$ cat src/rtl/sdr_addr_pkg.sv
// Shared types, widths and helpers for the SDRAM request address splitter.
package sdr_addr_pkg;

    localparam int unsigned APP_AW     = 26;
    localparam int unsigned REQ_LENW   = 9;
    localparam int unsigned ROW_W      = 12;
    localparam int unsigned BANK_W     = 2;
    localparam int unsigned COL_W      = 12;
    // Page remainder needs up to 2^11, one size up from the widest column
    localparam int unsigned PAGE_REM_W = REQ_LENW + 3;

    typedef enum logic [1:0] {CB8, CB9, CB10, CB11} colbits_e;

    typedef enum logic {IDLE, ISSUE} state_e;

    typedef struct packed {
        logic [ROW_W-1:0]  row;
        logic [BANK_W-1:0] bank;
        logic [COL_W-1:0]  col;
    } addr_fields_t;

    // Number of words in one SDRAM page for a given column width
    function automatic logic [PAGE_REM_W-1:0] page_words(colbits_e cb);
        logic [PAGE_REM_W-1:0] words;
        unique case (cb)
            CB8:     words = PAGE_REM_W'(256);
            CB9:     words = PAGE_REM_W'(512);
            CB10:    words = PAGE_REM_W'(1024);
            default: words = PAGE_REM_W'(2048);
        endcase
        return words;
    endfunction

endpackage

$ cat src/rtl/sdr_req_addr_split_if.sv
// Application request port and bank-controller sub-request port.
interface sdr_req_addr_split_if;
    import sdr_addr_pkg::*;

    logic                app_req;
    logic [APP_AW-1:0]   app_req_addr;
    logic [REQ_LENW-1:0] app_req_len;
    logic                app_req_wr_n;
    logic                app_req_ack;
    logic                req_valid;
    logic                req_ack;
    logic [ROW_W-1:0]    req_row;
    logic [BANK_W-1:0]   req_bank;
    logic [COL_W-1:0]    req_col;
    logic [REQ_LENW-1:0] req_len;
    logic                req_wr_n;
    logic                req_last;
    logic                busy;

    // Environment side: application requester plus bank controller
    modport master (
        output app_req, app_req_addr, app_req_len, app_req_wr_n, req_ack,
        input  app_req_ack, req_valid, req_row, req_bank, req_col, req_len,
        input  req_wr_n, req_last, busy
    );

    // Splitter side
    modport slave (
        input  app_req, app_req_addr, app_req_len, app_req_wr_n, req_ack,
        output app_req_ack, req_valid, req_row, req_bank, req_col, req_len,
        output req_wr_n, req_last, busy
    );

endinterface

$ cat src/rtl/sdr_addr_decode.sv
// Combinational split of a linear word address into row/bank/column, plus the
// number of words left in the current page from that column.
module sdr_addr_decode
    import sdr_addr_pkg::*;
(
    input  logic [APP_AW-1:0]     addr,
    input  colbits_e              cb,
    output addr_fields_t          fields,
    output logic [PAGE_REM_W-1:0] page_rem
);

    // Top address bit is never part of any decode
    logic unused_addr_msb;
    assign unused_addr_msb = addr[APP_AW-1];

    // Field extraction per column width
    always_comb begin
        fields = '0;
        unique case (cb)
            CB8: begin
                fields.col  = COL_W'(addr[7:0]);
                fields.bank = addr[9:8];
                fields.row  = addr[21:10];
            end
            CB9: begin
                fields.col  = COL_W'(addr[8:0]);
                fields.bank = addr[10:9];
                fields.row  = addr[22:11];
            end
            CB10: begin
                fields.col  = COL_W'(addr[9:0]);
                fields.bank = addr[11:10];
                fields.row  = addr[23:12];
            end
            default: begin
                fields.col  = COL_W'(addr[10:0]);
                fields.bank = addr[12:11];
                fields.row  = addr[24:13];
            end
        endcase
    end

    // Column is always below the page size, so this is 1..page_words
    assign page_rem = page_words(cb) - PAGE_REM_W'(fields.col);

endmodule

$ cat src/rtl/sdr_req_addr_split.sv
// Request address generator: captures an application burst, decodes it into
// row/bank/column and splits it at page boundaries into sub-requests.
module sdr_req_addr_split
    import sdr_addr_pkg::*;
(
    input logic                 sdram_clk,
    input logic                 reset,
    input logic [1:0]           cfg_colbits,
    sdr_req_addr_split_if.slave bus
);

    state_e              state;
    logic [APP_AW-1:0]   addr_q;
    logic [REQ_LENW-1:0] rem_q;
    colbits_e            cb_q;

    logic                app_req_ack_q;
    logic                req_valid_q;
    addr_fields_t        fields_q;
    logic [REQ_LENW-1:0] req_len_q;
    logic                req_wr_n_q;
    logic                req_last_q;

    logic [APP_AW-1:0]     src_addr;
    logic [REQ_LENW-1:0]   src_rem;
    colbits_e              src_cb;
    addr_fields_t          src_fields;
    logic [PAGE_REM_W-1:0] src_page_rem;
    logic                  sub_last;
    logic [REQ_LENW-1:0]   sub_len;

    // Source of the next sub-request: fresh request in IDLE, advanced burst in ISSUE
    always_comb begin
        src_addr = addr_q;
        src_rem  = rem_q;
        src_cb   = cb_q;
        if (state == IDLE) begin
            src_addr = bus.app_req_addr;
            src_rem  = (bus.app_req_len == '0) ? REQ_LENW'(1) : bus.app_req_len;
            src_cb   = colbits_e'(cfg_colbits);
        end else begin
            // Wraps modulo 2^APP_AW by truncation
            src_addr = addr_q + APP_AW'(req_len_q);
            src_rem  = rem_q - req_len_q;
            src_cb   = cb_q;
        end
    end

    sdr_addr_decode u_decode (
        .addr     (src_addr),
        .cb       (src_cb),
        .fields   (src_fields),
        .page_rem (src_page_rem)
    );

    // When the page is shorter than the remainder it is below 2^REQ_LENW, so the slice is safe
    assign sub_last = (PAGE_REM_W'(src_rem) <= src_page_rem);
    assign sub_len  = sub_last ? src_rem : src_page_rem[REQ_LENW-1:0];

    // Control FSM with registered sub-request outputs
    always_ff @(posedge sdram_clk or posedge reset) begin
        if (reset) begin
            state         <= IDLE;
            addr_q        <= '0;
            rem_q         <= '0;
            cb_q          <= CB8;
            app_req_ack_q <= 1'b0;
            req_valid_q   <= 1'b0;
            fields_q      <= '0;
            req_len_q     <= '0;
            req_wr_n_q    <= 1'b1;
            req_last_q    <= 1'b0;
        end else begin
            unique case (state)
                IDLE: begin
                    app_req_ack_q <= 1'b0;
                    if (bus.app_req) begin
                        state         <= ISSUE;
                        addr_q        <= src_addr;
                        rem_q         <= src_rem;
                        cb_q          <= src_cb;
                        req_wr_n_q    <= bus.app_req_wr_n;
                        fields_q      <= src_fields;
                        req_len_q     <= sub_len;
                        req_last_q    <= sub_last;
                        req_valid_q   <= 1'b1;
                        app_req_ack_q <= 1'b1;
                    end
                end
                default: begin
                    app_req_ack_q <= 1'b0;
                    if (bus.req_ack) begin
                        if (req_last_q) begin
                            state       <= IDLE;
                            req_valid_q <= 1'b0;
                        end else begin
                            addr_q     <= src_addr;
                            rem_q      <= src_rem;
                            fields_q   <= src_fields;
                            req_len_q  <= sub_len;
                            req_last_q <= sub_last;
                        end
                    end
                end
            endcase
        end
    end

    assign bus.app_req_ack = app_req_ack_q;
    assign bus.req_valid   = req_valid_q;
    assign bus.req_row     = fields_q.row;
    assign bus.req_bank    = fields_q.bank;
    assign bus.req_col     = fields_q.col;
    assign bus.req_len     = req_len_q;
    assign bus.req_wr_n    = req_wr_n_q;
    assign bus.req_last    = req_last_q;
    assign bus.busy        = (state != IDLE);

endmodule

$ cat src/flat_wrapper.sv
// flat-port wrapper written by rule: the top's interface ports become plain ports
module sdr_req_addr_split_flat import sdr_addr_pkg::*;
  (sdram_clk, reset, cfg_colbits, bus_app_req, bus_app_req_addr, bus_app_req_len, bus_app_req_wr_n, bus_req_ack, bus_app_req_ack, bus_req_valid, bus_req_row, bus_req_bank, bus_req_col, bus_req_len, bus_req_wr_n, bus_req_last, bus_busy);
  sdr_req_addr_split_if bus_i ();
  input logic sdram_clk;
  input logic reset;
  input logic [1:0] cfg_colbits;
  input wire logic [$bits(bus_i.app_req)-1:0] bus_app_req;
  input wire logic [$bits(bus_i.app_req_addr)-1:0] bus_app_req_addr;
  input wire logic [$bits(bus_i.app_req_len)-1:0] bus_app_req_len;
  input wire logic [$bits(bus_i.app_req_wr_n)-1:0] bus_app_req_wr_n;
  input wire logic [$bits(bus_i.req_ack)-1:0] bus_req_ack;
  output wire logic [$bits(bus_i.app_req_ack)-1:0] bus_app_req_ack;
  output wire logic [$bits(bus_i.req_valid)-1:0] bus_req_valid;
  output wire logic [$bits(bus_i.req_row)-1:0] bus_req_row;
  output wire logic [$bits(bus_i.req_bank)-1:0] bus_req_bank;
  output wire logic [$bits(bus_i.req_col)-1:0] bus_req_col;
  output wire logic [$bits(bus_i.req_len)-1:0] bus_req_len;
  output wire logic [$bits(bus_i.req_wr_n)-1:0] bus_req_wr_n;
  output wire logic [$bits(bus_i.req_last)-1:0] bus_req_last;
  output wire logic [$bits(bus_i.busy)-1:0] bus_busy;
  assign bus_i.app_req = bus_app_req;
  assign bus_i.app_req_addr = bus_app_req_addr;
  assign bus_i.app_req_len = bus_app_req_len;
  assign bus_i.app_req_wr_n = bus_app_req_wr_n;
  assign bus_i.req_ack = bus_req_ack;
  assign bus_app_req_ack = bus_i.app_req_ack;
  assign bus_req_valid = bus_i.req_valid;
  assign bus_req_row = bus_i.req_row;
  assign bus_req_bank = bus_i.req_bank;
  assign bus_req_col = bus_i.req_col;
  assign bus_req_len = bus_i.req_len;
  assign bus_req_wr_n = bus_i.req_wr_n;
  assign bus_req_last = bus_i.req_last;
  assign bus_busy = bus_i.busy;
  sdr_req_addr_split u_core (.sdram_clk(sdram_clk), .reset(reset), .cfg_colbits(cfg_colbits), .bus(bus_i));
endmodule
$ cat config.mk
export PLATFORM = sky130hd
export DESIGN_NAME = sdr_req_addr_split_flat
export DESIGN_NICKNAME = d
export VERILOG_FILES = /design/src/rtl/sdr_addr_pkg.sv /design/src/rtl/sdr_req_addr_split_if.sv /design/src/rtl/sdr_addr_decode.sv /design/src/rtl/sdr_req_addr_split.sv /design/src/flat_wrapper.sv
export SDC_FILE = /design/constraint.sdc
export NUM_CORES = 1
export LEC_CHECK = 0
export ABC_AREA = 1
export CORE_MARGIN = 3
export CORE_UTILIZATION = 30
export CTS_CLUSTER_SIZE = 40
export DETAILED_ROUTE_END_ITERATION = 10
export DONT_BUFFER_PORTS = 1
export GPL_TIMING_DRIVEN = 0
export HOLD_SLACK_MARGIN = 0.15
export PLACE_DENSITY = 0.46
export SLEW_MARGIN = 0
export SYNTH_ARGS = -nofsm -noshare
export SYNTH_HDL_FRONTEND = slang
export SYNTH_SLANG_ARGS = --single-unit
export TNS_END_PERCENT = 10
$ cat constraint.sdc
create_clock -name sdram_clk -period 9.7 [get_ports sdram_clk]
set_input_delay 1.455 -clock sdram_clk [delete_from_list [all_inputs] [get_ports sdram_clk]]
set_output_delay 1.455 -clock sdram_clk [all_outputs]
set_load 0.005 [all_outputs]
# Word-level counts from Yosys, hierarchy flattened
# Index checks and enable logic that the tools add are counted.
# op_classes
n_addsub	3
mul	0
div	0
order_cmp	1
eq_ne	5
shifts	0
mux	36
n_bitwise	1
reduce_logical	7
# op_table
cell	n
$mux 26	9
$mux 9	11
$pmux 26 s3	1
$pmux 12 s3	1
$add 26x9->26	1
$mux 1	13
$le 9x12->1	1
$sub 12x12->12	1
$logic_not 9->1	1
$sub 9x9->9	1
$ne 2x2->1 const B	3
$reduce_and 3->1	2
$reduce_and 2->1	2
$eq 2x1->1 const B	1
$eq 2x2->1 const B	1
$logic_not 2->1	1
$mux 2	1
$reduce_bool 2->1	1
$not 1->1	1
# word_totals
ff_bits	77
latchBits	0
ramBits	0
mem_bits_ro	0
inputBits	42
wordCells	65
memories	0

# Longest topological paths before layout
# logic_depth
depth_word	9
mapped_depth	26
depth_no_buf	26

# By module
# From an unflattened synthesis, not the netlist that was laid out.
# hier_totals
hier_cells	975
hier_area_um2	6234.7
# by_module_without_submodules
module	n_inst	cells_each	area_each_um2	seq_area_each_um2
sdr_req_addr_split	1	830	5504.0	1928.1
sdr_addr_decode	1	145	730.7	0.0

# Worst setup path before layout
# No wires, ideal clock.
# synth_path
path_type	in2reg
start	input port bus_app_req_addr[0]
end	register u_core.req_len_q[6] (netlist: u_core.bus.req_len[6])
setup_ps	117
t_arrival_ps	3581
required_time_ps	9583
setup_slack_ps	6002
cell_stages	19
n_path_buf	0
path_cell_list	inv_1 -> nand2_1 -> o21ai_4 -> ha_1 -> inv_1 -> nor2_1 -> nand3_1 -> o21ai_0 -> o21ai_0 -> ha_1 -> nand4_1 -> o221ai_1 -> a21oi_1 -> nor2_1 -> nand2_2 -> nor2_8 -> nand3_1 -> nand3_1 -> nand2_1
# synth_via
elab_chain_cells	8
# synth_lines
item	line	source
from (decl)	flat_wrapper.sv:9	input wire logic [$bits(bus_i.app_req_addr)-1:0] bus_app_req_addr;
$mux 26 (*)	sdr_req_addr_split.sv:37	if (state == IDLE) begin
$pmux 26 s3 (*)	sdr_addr_decode.sv:19	unique case (cb)
$sub 12x12->12 (*)	sdr_addr_decode.sv:44	assign page_rem = page_words(cb) - PAGE_REM_W'(fields.col);
$le 9x12->1	sdr_req_addr_split.sv:57	assign sub_last = (PAGE_REM_W'(src_rem) <= src_page_rem);
$mux 9 (*)	sdr_req_addr_split.sv:58	assign sub_len = sub_last ? src_rem : src_page_rem[REQ_LENW-1:0];
$mux 9	sdr_req_addr_split.sv:93	if (req_last_q) begin
$mux 9	sdr_req_addr_split.sv:92	if (bus.req_ack) begin
$mux 9 (*)	sdr_req_addr_split.sv:74	unique case (state)
to (signal assigned)	sdr_req_addr_split.sv:84	req_len_q <= sub_len;
to (signal assigned)	sdr_req_addr_split.sv:100	req_len_q <= sub_len;
to (decl)	sdr_req_addr_split.sv:20	logic [REQ_LENW-1:0] req_len_q;
# Every way passes the cells marked *; elsewhere a longest branch is shown, timed or not. The select of a mux whose other input is x is not followed.
# A chain may end at the register's enable or synchronous reset.

# Worst setup path in the final report
# layout_path
start	register u_core.req_len_q[0] (netlist: u_core.bus.req_len[0])
end	register u_core.req_len_q[6] (netlist: u_core.bus.req_len[6])
# layout_via
elab_chain_cells	9
# layout_lines
item	line	source
$add 26x9->26	sdr_req_addr_split.sv:43	src_addr = addr_q + APP_AW'(req_len_q);
$mux 26	sdr_req_addr_split.sv:37	
$pmux 26 s3	sdr_addr_decode.sv:19	
$sub 12x12->12	sdr_addr_decode.sv:44	
$le 9x12->1	sdr_req_addr_split.sv:57	
$mux 9 (*)	sdr_req_addr_split.sv:58	
$mux 9	sdr_req_addr_split.sv:93	
$mux 9	sdr_req_addr_split.sv:92	
$mux 9 (*)	sdr_req_addr_split.sv:74	
# Marked as above.

==> summary.txt <==
max_cap viols: 0
Post-Layout Cell Count: 1037
largest net degree at the start of global routing: 50
flops & latches, synth: 67
CTS Buf Count: 9
Synth Net Count: 867
fillcell total: 1884
Hold Path Class: flip-flop to flip-flop
RSZ-0062 raised after global routing: false
post-route minimum period: 4270 ps
CP max-delay cell: dfrtp_1
synthesized area: 0.00534 mm^2
Min-Delay Endpoint: u_core.bus.req_wr_n
post_cts resized: 0
area grow syn2layout: 11.4%
Buf+Inv Stages, Crit Path: 2
Crit path max-delay family: simple AND/OR/NAND/NOR gates
final net count: 879
final hold violations: 0
synthesized area per cell: 6.71 um^2
Synth Area in Simple Gates: 0.344
CP Cell Sequence: ha_1, inv_1, fa_1, inv_1, nand2_1, nand2_1, nand2_1, nand2_1, nand3_1, nand2_1, nand3_1, o21ai_0, o21ai_0, ha_1, nand4_1, o221ai_1, a21oi_1, nor2_1, nand2_2, nor2_8, nand2_4, nand2_1, nand3_1, nand2_1
Slew headroom: 0.463
Vias per Instance: 4.96
die area: 0.0194 mm^2
H-tree levels: 3
final slew viol count: 0
IO Pins: 82
Worst setup SP type: flip-flop
Worst Path Arrival: 4550 ps
Buffers on Ports: 0
hpwl dp: 14000 um
r2r setup slk: 5430 ps
WP data required: 9980 ps
crit path kind: flip-flop to flip-flop
Post-Route Utilization: 0.342
count of final setup violators: 0
Least-Margin Pin Slew: 797 ps
Synth warnings: 0
Initial DRT Pass Iterations: 7
compound-gate portion of the synthesized area: 0.143
insertion delay to the later sink of the worst-skew pair: 340 ps
share of cells above drive strength 1: 0.0961
post-route ant nets: 0
final WL: 18200 um
via count: 5148
CTS tree: done
DRT iter0 DRCs: 370
Fin Setup TNS: 0 ps
Max Clk Rate: 234 MHz
largest family of logic cells by synthesized area: simple AND/OR/NAND/NOR gates
XOR/XNOR share of the synthesized area: 0.0213
Initial Util: 0.308
sequential area share after synthesis: 0.314
vias in the first global route: 4860
mux cell area share after synthesis: 0
post-synthesis cell type count: 45
drt wl/cell: 17.5 um
CTS hold repair buffers: 0
post-CTS setup buffer count: 0
post-synthesis adder-cell area fraction: 0.0708
clk sinks: 67
origin of the critical flop-to-flop path: u_core.bus.req_len[0]
Layout Skew: 7.89 ps
die width: 139 um
Critical Path Most Common Cell: nand2_1
hold depth: 2
initial antenna violation count: 1
root buffer cell: clkbuf_16
peak per-stage delay on the critical path: 430 ps
clock transition at the registers of the reported paths: 60 ps
DRC violations left: 0
global-route wire length before repair: 28100 um
worst r2r dst: u_core.bus.req_len[6]
Critical Path Fanout Max: 10
Row Count: 48
outcome: finished, final reports clean
Hold Path Origin: u_core.bus.req_wr_n
Bufs on Longest Clock Path: 2
Post-Synthesis Cells: 796
RD Place Congestion: 0.888
# placed instances: 1022
Setup crit end kind: flip-flop
Final period util: 0.441
gr ovfl total: 0
antenna diode count: 0
Die Y: 139 um
core area: 0.0174 mm^2
R2R cell count: 24
Total GRT Usage: 0.185
## synth_stat cells, drive strengths merged
master,count,area [um^2]
clkbuf,11,41.3
nand4,8,50.1
nor2,56,280
and2,1,6.26
a21oi,17,85.1
or2,15,93.8
o2111ai,1,8.76
a21boi,2,15.0
conb,1,3.75
buf,20,131
xor2,6,52.6
dfrtp,66,1650
nand3,72,375
nand3b,2,15.0
nand2,254,973
a31oi,4,31.3
o21ai,100,531
xnor2,7,61.3
dfstp,1,26.3
o211ai,3,22.5
o22ai,5,31.3
clkinv,1,3.75
fa,2,40.0
nor4,2,12.5
o21a,2,15.0
nor3,6,30.0
o31ai,1,7.51
ha,27,338
inv,101,387
o221ai,2,17.5
## worst max path at each step
stage	cells after the start	to	slack, ps	startpoint
6_report	24	u_core.bus.req_len[6]	5430	u_core.bus.req_len[0]
5_1_grt	24	u_core.bus.req_len[4]	5040	u_core.bus.req_len[0]
4_1_cts	24	u_core.bus.req_len[7]	5460	u_core.bus.req_len[0]
3_5_place_dp	20	u_core.bus.req_len[7]	5370	bus_app_req_addr[0]
3_3_place_gp	20	u_core.bus.req_len[6]	5400	bus_app_req_addr[0]
2_1_floorplan	19	u_core.bus.req_len[6]	6000	bus_app_req_addr[0]
## worst register-to-register path, cell delays in order, from the launching register on
cell      delay, ps
dfrtp_1         430
ha_1            330
inv_1            90
fa_1            430
inv_1           150
nand2_1         120
nand2_1         150
nand2_1          70
nand2_1          70
nand3_1          70
nand2_1         140
nand3_1         160
o21ai_0         180
o21ai_0         180
ha_1            340
nand4_1         120
o221ai_1        200
a21oi_1          90
nor2_1          170
nand2_2         120
nor2_8          200
nand2_4         140
nand2_1          90
nand3_1         100
nand2_1          80
## cell families (layout without fill, tap and decap cells)
logic type | after synthesis | count (layout)
other | 1 | 1
buffers and inverters | 133 | 149
AO/OA/AOI/OAI | 137 | 137
adder cells (fa/ha/maj) | 29 | 29
flip-flops | 67 | 67
AND/OR/NAND/NOR | 416 | 416
XOR/XNOR | 13 | 13
## metal layers
layer | wire length (um) | GRT usage
met1 | 9330 | 0.280
met2 | 7710 | 0.273
met3 | 949 | 0.0320
met4 | 187 | 0.0448
met5 | 13 | 0
## flip-flops by register name, indices dropped and copies added, names as in the netlist
register                cells
u_core.addr_q              25
u_core.bus.app_req_ack      1
u_core.bus.busy             1
u_core.bus.req_bank         2
u_core.bus.req_col          3
u_core.bus.req_last         1
u_core.bus.req_len          9
u_core.bus.req_row         12
u_core.bus.req_valid        1
u_core.bus.req_wr_n         1
u_core.cb_q                 2
u_core.rem_q                9
## area by class of cell
class | instances | area [um^2] | area share
multi-input cells | 596 | 3100 | 0.521
flip-flops and latches | 67 | 1680 | 0.282
inverters | 102 | 393 | 0.0661
well taps | 225 | 282 | 0.0474
clock buffers | 13 | 260 | 0.0438
plain buffers | 31 | 173 | 0.0290
clock inverters | 2 | 35.0 | 0.00589
repair buffers | 1 | 27.5 | 0.00463
## placed cells by master (no fill, tap or decap), types with 5 or more instances in the layout
cell         n
a21oi_1     17
nand4_1      8
nand2_2      5
xnor2_1      7
nor3_1       6
nand2_1    248
xor2_1       6
nand3_1     69
ha_1        27
buf_4       10
clkbuf_1    13
or2_2       13
nor2_1      47
buf_2        9
dfrtp_1     66
o22ai_1      5
clkbuf_16    9
o21ai_0     93
inv_1       94
## per-stage QoR
step	setup slack (ps)	cell area (um^2)	hold WS (ps)
5_1_grt	5040	5940	510
4_1_cts	5460	5940	479
6_report	5430	5940	476
2_1_floorplan	6000	5340	445
3_3_place_gp	5400	5620	468
3_5_place_dp	5370	5650	470
Power is left out: the tool's default activity adds up to more than one toggle a clock period on the data nets, which glitch-free logic cannot reach.
